File: src/rtl/tmr_pkg.sv
// Shared types for the TMR fault manager: replica identifiers, manager FSM states
// and the persistence counter width.
package tmr_pkg;

  typedef enum logic [1:0] {
    REP_A    = 2'd0,
    REP_B    = 2'd1,
    REP_C    = 2'd2,
    REP_NONE = 2'd3
  } replica_id_t;

  typedef enum logic [1:0] {
    IDLE    = 2'd0,
    REPORT  = 2'd1,
    RESYNC  = 2'd2,
    RECOVER = 2'd3
  } fm_state_t;

  localparam int PERSIST_W = 4;

endpackage

File: src/rtl/tmr_fault_manager_if.sv
// Fault report (valid/ready) and resynchronisation (req/ack) channels of the
// TMR fault manager; master is the manager, slave is the consumer.
interface tmr_fault_manager_if #(
  parameter int CNT_W = 8
);
  logic             fault_valid;
  logic             fault_ready;
  logic [1:0]       fault_id;
  logic [CNT_W-1:0] fault_count;
  logic             resync_req;
  logic [1:0]       resync_id;
  logic             resync_ack;

  modport master (
    output fault_valid, fault_id, fault_count, resync_req, resync_id,
    input  fault_ready, resync_ack
  );

  modport slave (
    input  fault_valid, fault_id, fault_count, resync_req, resync_id,
    output fault_ready, resync_ack
  );
endinterface

File: src/rtl/tmr_majority_voter.sv
// Combinational bitwise 2-of-3 voter with per-replica mismatch flags and an
// "every replica disagrees" indication.
module tmr_majority_voter #(
  parameter int WIDTH = 13
) (
  input  logic [WIDTH-1:0] a,
  input  logic [WIDTH-1:0] b,
  input  logic [WIDTH-1:0] c,
  input  logic             valid,
  output logic [WIDTH-1:0] maj,
  output logic [2:0]       mis,
  output logic             uncorr
);

  // Majority and mismatch decode; mismatches only count on valid samples
  always_comb begin
    maj    = (a & b) | (a & c) | (b & c);
    mis[0] = valid && (a != maj);
    mis[1] = valid && (b != maj);
    mis[2] = valid && (c != maj);
    uncorr = &mis;
  end

endmodule

File: src/rtl/tmr_fault_manager.sv
// Registered majority vote of three replicas plus persistence tracking, fault
// reporting and a resync handshake for one faulty replica at a time.
module tmr_fault_manager
  import tmr_pkg::*;
#(
  parameter int WIDTH   = 13,
  parameter int PERSIST = 4,
  parameter int HOLDOFF = 2,
  parameter int CNT_W   = 8
) (
  input  logic             clk,
  input  logic             rst_n,
  input  logic [WIDTH-1:0] rep_a,
  input  logic [WIDTH-1:0] rep_b,
  input  logic [WIDTH-1:0] rep_c,
  input  logic             in_valid,
  output logic [WIDTH-1:0] voted,
  output logic             voted_valid,
  output logic             uncorrectable,
  tmr_fault_manager_if.master fm
);

  localparam logic [PERSIST_W-1:0] PERSIST_V = PERSIST_W'(PERSIST);
  localparam logic [PERSIST_W-1:0] HOLD_LAST = PERSIST_W'(HOLDOFF - 1);
  localparam logic [CNT_W-1:0]     CNT_MAX   = {CNT_W{1'b1}};

  logic [WIDTH-1:0]     maj_s;
  logic [2:0]           mis_s;
  logic                 uncorr_s;
  logic [2:0]           hit_s;
  replica_id_t          fault_sel_s;
  logic [CNT_W-1:0]     fcnt_sel_s;

  fm_state_t            state_r, state_nxt_s;
  replica_id_t          id_r, id_nxt_s;
  logic [PERSIST_W-1:0] hold_r, hold_nxt_s;
  logic [PERSIST_W-1:0] pcnt_r [3];
  logic [PERSIST_W-1:0] pcnt_nxt_s [3];
  logic [CNT_W-1:0]     fcnt_r [3];
  logic [CNT_W-1:0]     fcnt_nxt_s [3];

  logic [WIDTH-1:0]     voted_r;
  logic                 voted_valid_r;
  logic                 uncorr_r;
  logic                 fault_valid_r;
  replica_id_t          fault_id_r;
  logic [CNT_W-1:0]     fault_count_r;
  logic                 resync_req_r;
  replica_id_t          resync_id_r;

  tmr_majority_voter #(.WIDTH(WIDTH)) u_voter (
    .a      (rep_a),
    .b      (rep_b),
    .c      (rep_c),
    .valid  (in_valid),
    .maj    (maj_s),
    .mis    (mis_s),
    .uncorr (uncorr_s)
  );

  // Persistent replicas; ties resolve to the lowest index
  always_comb begin
    for (int i = 0; i < 3; i++) begin
      hit_s[i] = (pcnt_r[i] == PERSIST_V);
    end
    if (hit_s[0]) begin
      fault_sel_s = REP_A;
    end else if (hit_s[1]) begin
      fault_sel_s = REP_B;
    end else if (hit_s[2]) begin
      fault_sel_s = REP_C;
    end else begin
      fault_sel_s = REP_NONE;
    end
  end

  // Next state, persistence counters and lifetime fault counters
  always_comb begin
    state_nxt_s = state_r;
    id_nxt_s    = id_r;
    hold_nxt_s  = hold_r;
    pcnt_nxt_s  = pcnt_r;
    fcnt_nxt_s  = fcnt_r;
    case (state_r)
      IDLE: begin
        if (|hit_s) begin
          id_nxt_s    = fault_sel_s;
          state_nxt_s = REPORT;
          for (int i = 0; i < 3; i++) begin
            if (i == int'(fault_sel_s) && fcnt_r[i] != CNT_MAX) begin
              fcnt_nxt_s[i] = fcnt_r[i] + CNT_W'(1);
            end else begin
              fcnt_nxt_s[i] = fcnt_r[i];
            end
          end
        end else if (in_valid && !uncorr_s) begin
          for (int i = 0; i < 3; i++) begin
            if (mis_s[i]) begin
              pcnt_nxt_s[i] = (pcnt_r[i] >= PERSIST_V) ? PERSIST_V
                                                       : pcnt_r[i] + PERSIST_W'(1);
            end else begin
              pcnt_nxt_s[i] = {PERSIST_W{1'b0}};
            end
          end
        end else begin
          pcnt_nxt_s = pcnt_r;
        end
      end
      REPORT: begin
        if (fault_valid_r && fm.fault_ready) begin
          state_nxt_s = RESYNC;
        end else begin
          state_nxt_s = REPORT;
        end
      end
      RESYNC: begin
        if (resync_req_r && fm.resync_ack) begin
          state_nxt_s = RECOVER;
          hold_nxt_s  = {PERSIST_W{1'b0}};
        end else begin
          state_nxt_s = RESYNC;
        end
      end
      RECOVER: begin
        for (int i = 0; i < 3; i++) begin
          pcnt_nxt_s[i] = {PERSIST_W{1'b0}};
        end
        if (hold_r >= HOLD_LAST) begin
          state_nxt_s = IDLE;
          hold_nxt_s  = {PERSIST_W{1'b0}};
        end else begin
          hold_nxt_s  = hold_r + PERSIST_W'(1);
        end
      end
      default: begin
        state_nxt_s = IDLE;
        id_nxt_s    = REP_NONE;
      end
    endcase
  end

  // Lifetime count of the replica about to be (or being) reported
  always_comb begin
    case (id_nxt_s)
      REP_A:   fcnt_sel_s = fcnt_nxt_s[0];
      REP_B:   fcnt_sel_s = fcnt_nxt_s[1];
      REP_C:   fcnt_sel_s = fcnt_nxt_s[2];
      default: fcnt_sel_s = {CNT_W{1'b0}};
    endcase
  end

  // State, counters and all outputs registered from next-state values
  always_ff @(posedge clk or negedge rst_n) begin
    if (!rst_n) begin
      state_r       <= IDLE;
      id_r          <= REP_NONE;
      hold_r        <= {PERSIST_W{1'b0}};
      for (int i = 0; i < 3; i++) begin
        pcnt_r[i] <= {PERSIST_W{1'b0}};
        fcnt_r[i] <= {CNT_W{1'b0}};
      end
      voted_r       <= {WIDTH{1'b0}};
      voted_valid_r <= 1'b0;
      uncorr_r      <= 1'b0;
      fault_valid_r <= 1'b0;
      fault_id_r    <= REP_NONE;
      fault_count_r <= {CNT_W{1'b0}};
      resync_req_r  <= 1'b0;
      resync_id_r   <= REP_NONE;
    end else begin
      state_r       <= state_nxt_s;
      id_r          <= id_nxt_s;
      hold_r        <= hold_nxt_s;
      pcnt_r        <= pcnt_nxt_s;
      fcnt_r        <= fcnt_nxt_s;
      voted_r       <= maj_s;
      voted_valid_r <= in_valid;
      uncorr_r      <= uncorr_s;
      fault_valid_r <= (state_nxt_s == REPORT);
      fault_id_r    <= (state_nxt_s == REPORT) ? id_nxt_s : REP_NONE;
      fault_count_r <= (state_nxt_s == REPORT) ? fcnt_sel_s : {CNT_W{1'b0}};
      resync_req_r  <= (state_nxt_s == RESYNC);
      resync_id_r   <= (state_nxt_s == RESYNC || state_nxt_s == RECOVER) ? id_nxt_s
                                                                          : REP_NONE;
    end
  end

  assign voted          = voted_r;
  assign voted_valid    = voted_valid_r;
  assign uncorrectable  = uncorr_r;
  assign fm.fault_valid = fault_valid_r;
  assign fm.fault_id    = fault_id_r;
  assign fm.fault_count = fault_count_r;
  assign fm.resync_req  = resync_req_r;
  assign fm.resync_id   = resync_id_r;

endmodule
File: src/flat_wrapper.sv
// flat-port wrapper written by rule: the top's interface ports become plain ports
module tmr_fault_manager_flat import tmr_pkg::*;
#(
  parameter int WIDTH   = 13,
  parameter int PERSIST = 4,
  parameter int HOLDOFF = 2,
  parameter int CNT_W   = 8
)
  (clk, rst_n, rep_a, rep_b, rep_c, in_valid, voted, voted_valid, uncorrectable, fm_fault_valid, fm_fault_id, fm_fault_count, fm_resync_req, fm_resync_id, fm_fault_ready, fm_resync_ack);
  tmr_fault_manager_if #(.CNT_W(CNT_W)) fm_i ();
  input  logic clk;
  input  logic rst_n;
  input  logic [WIDTH-1:0] rep_a;
  input  logic [WIDTH-1:0] rep_b;
  input  logic [WIDTH-1:0] rep_c;
  input  logic in_valid;
  output logic [WIDTH-1:0] voted;
  output logic voted_valid;
  output logic uncorrectable;
  output wire logic [$bits(fm_i.fault_valid)-1:0] fm_fault_valid;
  output wire logic [$bits(fm_i.fault_id)-1:0] fm_fault_id;
  output wire logic [$bits(fm_i.fault_count)-1:0] fm_fault_count;
  output wire logic [$bits(fm_i.resync_req)-1:0] fm_resync_req;
  output wire logic [$bits(fm_i.resync_id)-1:0] fm_resync_id;
  input wire logic [$bits(fm_i.fault_ready)-1:0] fm_fault_ready;
  input wire logic [$bits(fm_i.resync_ack)-1:0] fm_resync_ack;
  assign fm_fault_valid = fm_i.fault_valid;
  assign fm_fault_id = fm_i.fault_id;
  assign fm_fault_count = fm_i.fault_count;
  assign fm_resync_req = fm_i.resync_req;
  assign fm_resync_id = fm_i.resync_id;
  assign fm_i.fault_ready = fm_fault_ready;
  assign fm_i.resync_ack = fm_resync_ack;
  tmr_fault_manager #(.WIDTH(WIDTH), .PERSIST(PERSIST), .HOLDOFF(HOLDOFF), .CNT_W(CNT_W)) u_core (.clk(clk), .rst_n(rst_n), .rep_a(rep_a), .rep_b(rep_b), .rep_c(rep_c), .in_valid(in_valid), .voted(voted), .voted_valid(voted_valid), .uncorrectable(uncorrectable), .fm(fm_i));
endmodule
File: config.mk
export PLATFORM = sky130hd
export DESIGN_NAME = tmr_fault_manager_flat
export DESIGN_NICKNAME = d
export VERILOG_FILES = /design/src/rtl/tmr_pkg.sv /design/src/rtl/tmr_fault_manager_if.sv /design/src/rtl/tmr_majority_voter.sv /design/src/rtl/tmr_fault_manager.sv /design/src/flat_wrapper.sv
export SDC_FILE = /design/constraint.sdc
export NUM_CORES = 1
export LEC_CHECK = 0
export BUFFER_PORTS_ARGS = -buffer_cell sky130_fd_sc_hd__buf_2
export CORE_UTILIZATION = 45
export CTS_CLUSTER_SIZE = 10
export DETAILED_ROUTE_END_ITERATION = 16
export PLACE_DENSITY = 0.73
export SYNTH_ARGS = -nofsm -noshare
export SYNTH_HDL_FRONTEND = slang
export SYNTH_HIERARCHICAL = 1
export SYNTH_SLANG_ARGS = --single-unit
File: constraint.sdc
create_clock -name clk -period 3.1 [get_ports clk]
set_input_delay 0.31 -clock clk [delete_from_list [all_inputs] [get_ports clk]]
set_output_delay 0.31 -clock clk [all_outputs]
set_load 0.03 [all_outputs]
==> out/qor.txt <==
Global-route wire length before repair - 16900 um
Worst-path clk slew - 80 ps
First-iteration detailed-routing DRC count - 149
Final Max Tran Viols - 0
Die Width - 100 um
Vias in the first global route - 3559
Net Sw Frac - 41.2%
Max_cap viols - 0
Initial Util - 46.8%
Final Skew - 12.5 ps
WL per Instance - 15.2 um
Max FO, Critical Path - 18
FP Rows - 35
Largest net degree at the start of global routing - 32
H-tree Lvls - 3
Post_cts resized - 0
R2r endpoint - u_core/fm.fault_count[3]
Area leader, netlist - dfrtp_1
Fillers - 849
Port buffer count - 72
ANT cells - 0
Unrepaired setup endpoints after global routing - no
Detail Route Antenna Nets - 0
Vias - 3657
Tot Pwr - 3.33 mW
Setup CP Type - in2reg
Final wirelength - 9890 um
Reg2reg path depth - 8
Syn Area/Cell - 9.98 sq um
Final Cycle Share - 74.4%
DRC Markers - 0
GRT Util Overall - 21.5%
Most used flip-flop cell after synthesis - dfrtp_1
Core area - 0.00928 sq mm
HPWL Detailed - 7470 um
Comb pwr share - 40.0%
Synth warn - 6
Worst R2R Setup Slack - 870 ps
Clk buf depth - 2
Final Util - 54.1%
Initial antenna violation count - 0
Pwr dens - 664 mW/mm^2
Die Y - 100 um
Gr ovfl total - 0
Sequential fraction of the synthesis area - 42.2%
Post-CTS setup repair buffer count - 0
Setup TNS - 0 ps
Max VDD drop - 0.000268 V
CP endpoint - u_core/pcnt_r[10]
Die ar. - 0.0100 sq mm
Worst EP required - 3360 ps
Netlist cell types - 78
Post-synth EDFFs - 0
Root buf cell - clkbuf_8
P_int - 1.96 mW
Clock sinks - 73
Nets@finish - 572
Clk pwr share - 20.4%
Vias/cell - 5.63
Final min period - 2310 ps
Largest cells by area after synthesis - dfrtp_1 39%, dfstp_2 3.6%, ha_1 3.5%
Measured slew at the worst slew-check pin - 722 ps
CTS tree - built
CP startpoint - rep_b[12]
CP arrival - 2570 ps
Max_slew headroom - 51.9%
Syn Inst Count - 435
Reg2Reg Launch Point - u_core/pcnt_r[0]
Final setup viols - 0
Outcome - completed
P_sw - 1.37 mW
Seq pwr share - 39.6%
IO Count - 73
Layout cell share with drive strength beyond 1 - 26.7%
#FFs+latches synth - 73
Area Growth Syn to Fin - 15.6%
Worst setup EP type - flop
Top-count cell post-synth - dfrtp_1
Net Count, Synth - 491
Synth Cell Area - 0.00434 sq mm
CP startpoint kind - input pin
Routability Congestion - 0.890
Drt first pass iters - 4
Clk_lat worst skew - 350 ps
Cts bufs inserted - 9
Hold buffer count at CTS - 0
Ys async rst share - 100%
Fmax - 434 MHz
LEAKAGE - 2.34 nW
Synth top area share - 38.6%
Most frequent cells after synthesis - 67 x dfrtp_1, 35 x nor2_1, 26 x a21oi_1
Hold Crit Class - in2async
Final Hold Fails - 0
[sequential cells by signal, summed over array words and instances (netlist names), 4 cells and up]
signal	flops
u_core/voted	13
u_core/fcnt_r	24
u_core/hold_r	4
u_core/pcnt_r	12
u_core/fm.fault_count	8
[power by group through the flow]
| stage | Clock (mW) | Sequential, mW | Combinational [mW] |
|---|---|---|---|
| after floorplan | 0 | 1.40 | 0.894 |
| after global placement | 0 | 1.32 | 1.29 |
| after detailed placement | 0 | 1.33 | 1.33 |
| after CTS | 0.698 | 1.32 | 1.34 |
| after global routing | 0.741 | 1.34 | 1.46 |
| final | 0.680 | 1.32 | 1.33 |
[routing by layer]
layer | wire length, um | GRT usage, % | vias to the layer above
met3 | 427 | 4.87 | 19
met5 | 0 | 0 | -
met4 | 218 | 9.36 | 0
li1 | - | - | 1784
met2 | 4780 | 35.6 | 92
met1 | 4460 | 27.0 | 1762
[cells by family after synthesis]
family / after synthesis / share of synthesized area, %
xor gates and xnor gates: 8 / 1.61
buffers and inverters: 25 / 2.77
muxes: 10 / 2.51
and+or+nand+nor: 201 / 29.3
adders and majority gates: 12 / 3.46
AOI/OAI and AO/OA: 106 / 18.1
DFF: 73 / 42.2
[cell type report]
class / instances / area [sq um] / share of cell area [%]
clock buffer: 14 / 163 / 3.24
sequential: 73 / 1830 / 36.5
multi-input combinational: 337 / 2390 / 47.6
clock inverter: 2 / 12.5 / 0.249
inverter: 20 / 77.6 / 1.55
tap: 129 / 161 / 3.22
timing repair buffer: 75 / 383 / 7.63
[cell usage in the layout (no fill, tap or decap), drive strengths merged, types with 3 or more instances in the layout]
cell	n
a21boi	4
nand4	11
nand2	25
mux2i	3
nor3	14
and4	4
dfstp	6
and3	3
o21a	12
nor2	36
nor4	9
a31oi	5
a21o	4
xnor2	3
and3b	16
and2	8
buf	75
o211ai	3
dfrtp	67
mux2	7
clkbuf	14
nand3	19
ha	12
o22ai	5
a211oi	3
nand2b	5
nand3b	4
o21ai	18
xor2	5
a21oi	26
nor3b	19
o2bb2ai	6
inv	20
a2111oi	6
nor2b	11
or2	9
[per-stage QoR]
stage | area [sq um] | hold WS, ps | setup slack (ps) | cells
final | 5020 | 14.3 | 795 | 650
after global routing | 5020 | 62.9 | 570 | 650
after CTS | 5020 | 27.8 | 822 | 650
after detailed placement | 4840 | 416 | 457 | 634
after global placement | 4840 | 401 | 552 | 634
after floorplan | 4340 | 14.4 | 710 | 435
[critical path, stage by stage]
cell	delay, ps
buf_2	130
and3b_2	210
a2111oi_0	480
nand4_1	150
and4bb_2	330
and3b_1	190
nand4b_1	210
o21ai_2	140
buf_4	210
a21oi_1	90
a21oi_1	110
[worst min path at each step]
stage                from                to  slack (ps)  cells past startpoint
floorplan           rst_n  u_core/fcnt_r[0]          10                      0
global placement    rst_n  u_core/voted[12]         400                      1
detailed placement  rst_n  u_core/voted[12]         420                      1
CTS                 rst_n  u_core/voted[12]          30                      1
global route        rst_n   u_core/voted[8]          60                      1
finish              rst_n   u_core/voted[8]          10                      1
No activity file was read; power rests on OpenSTA's default activity.
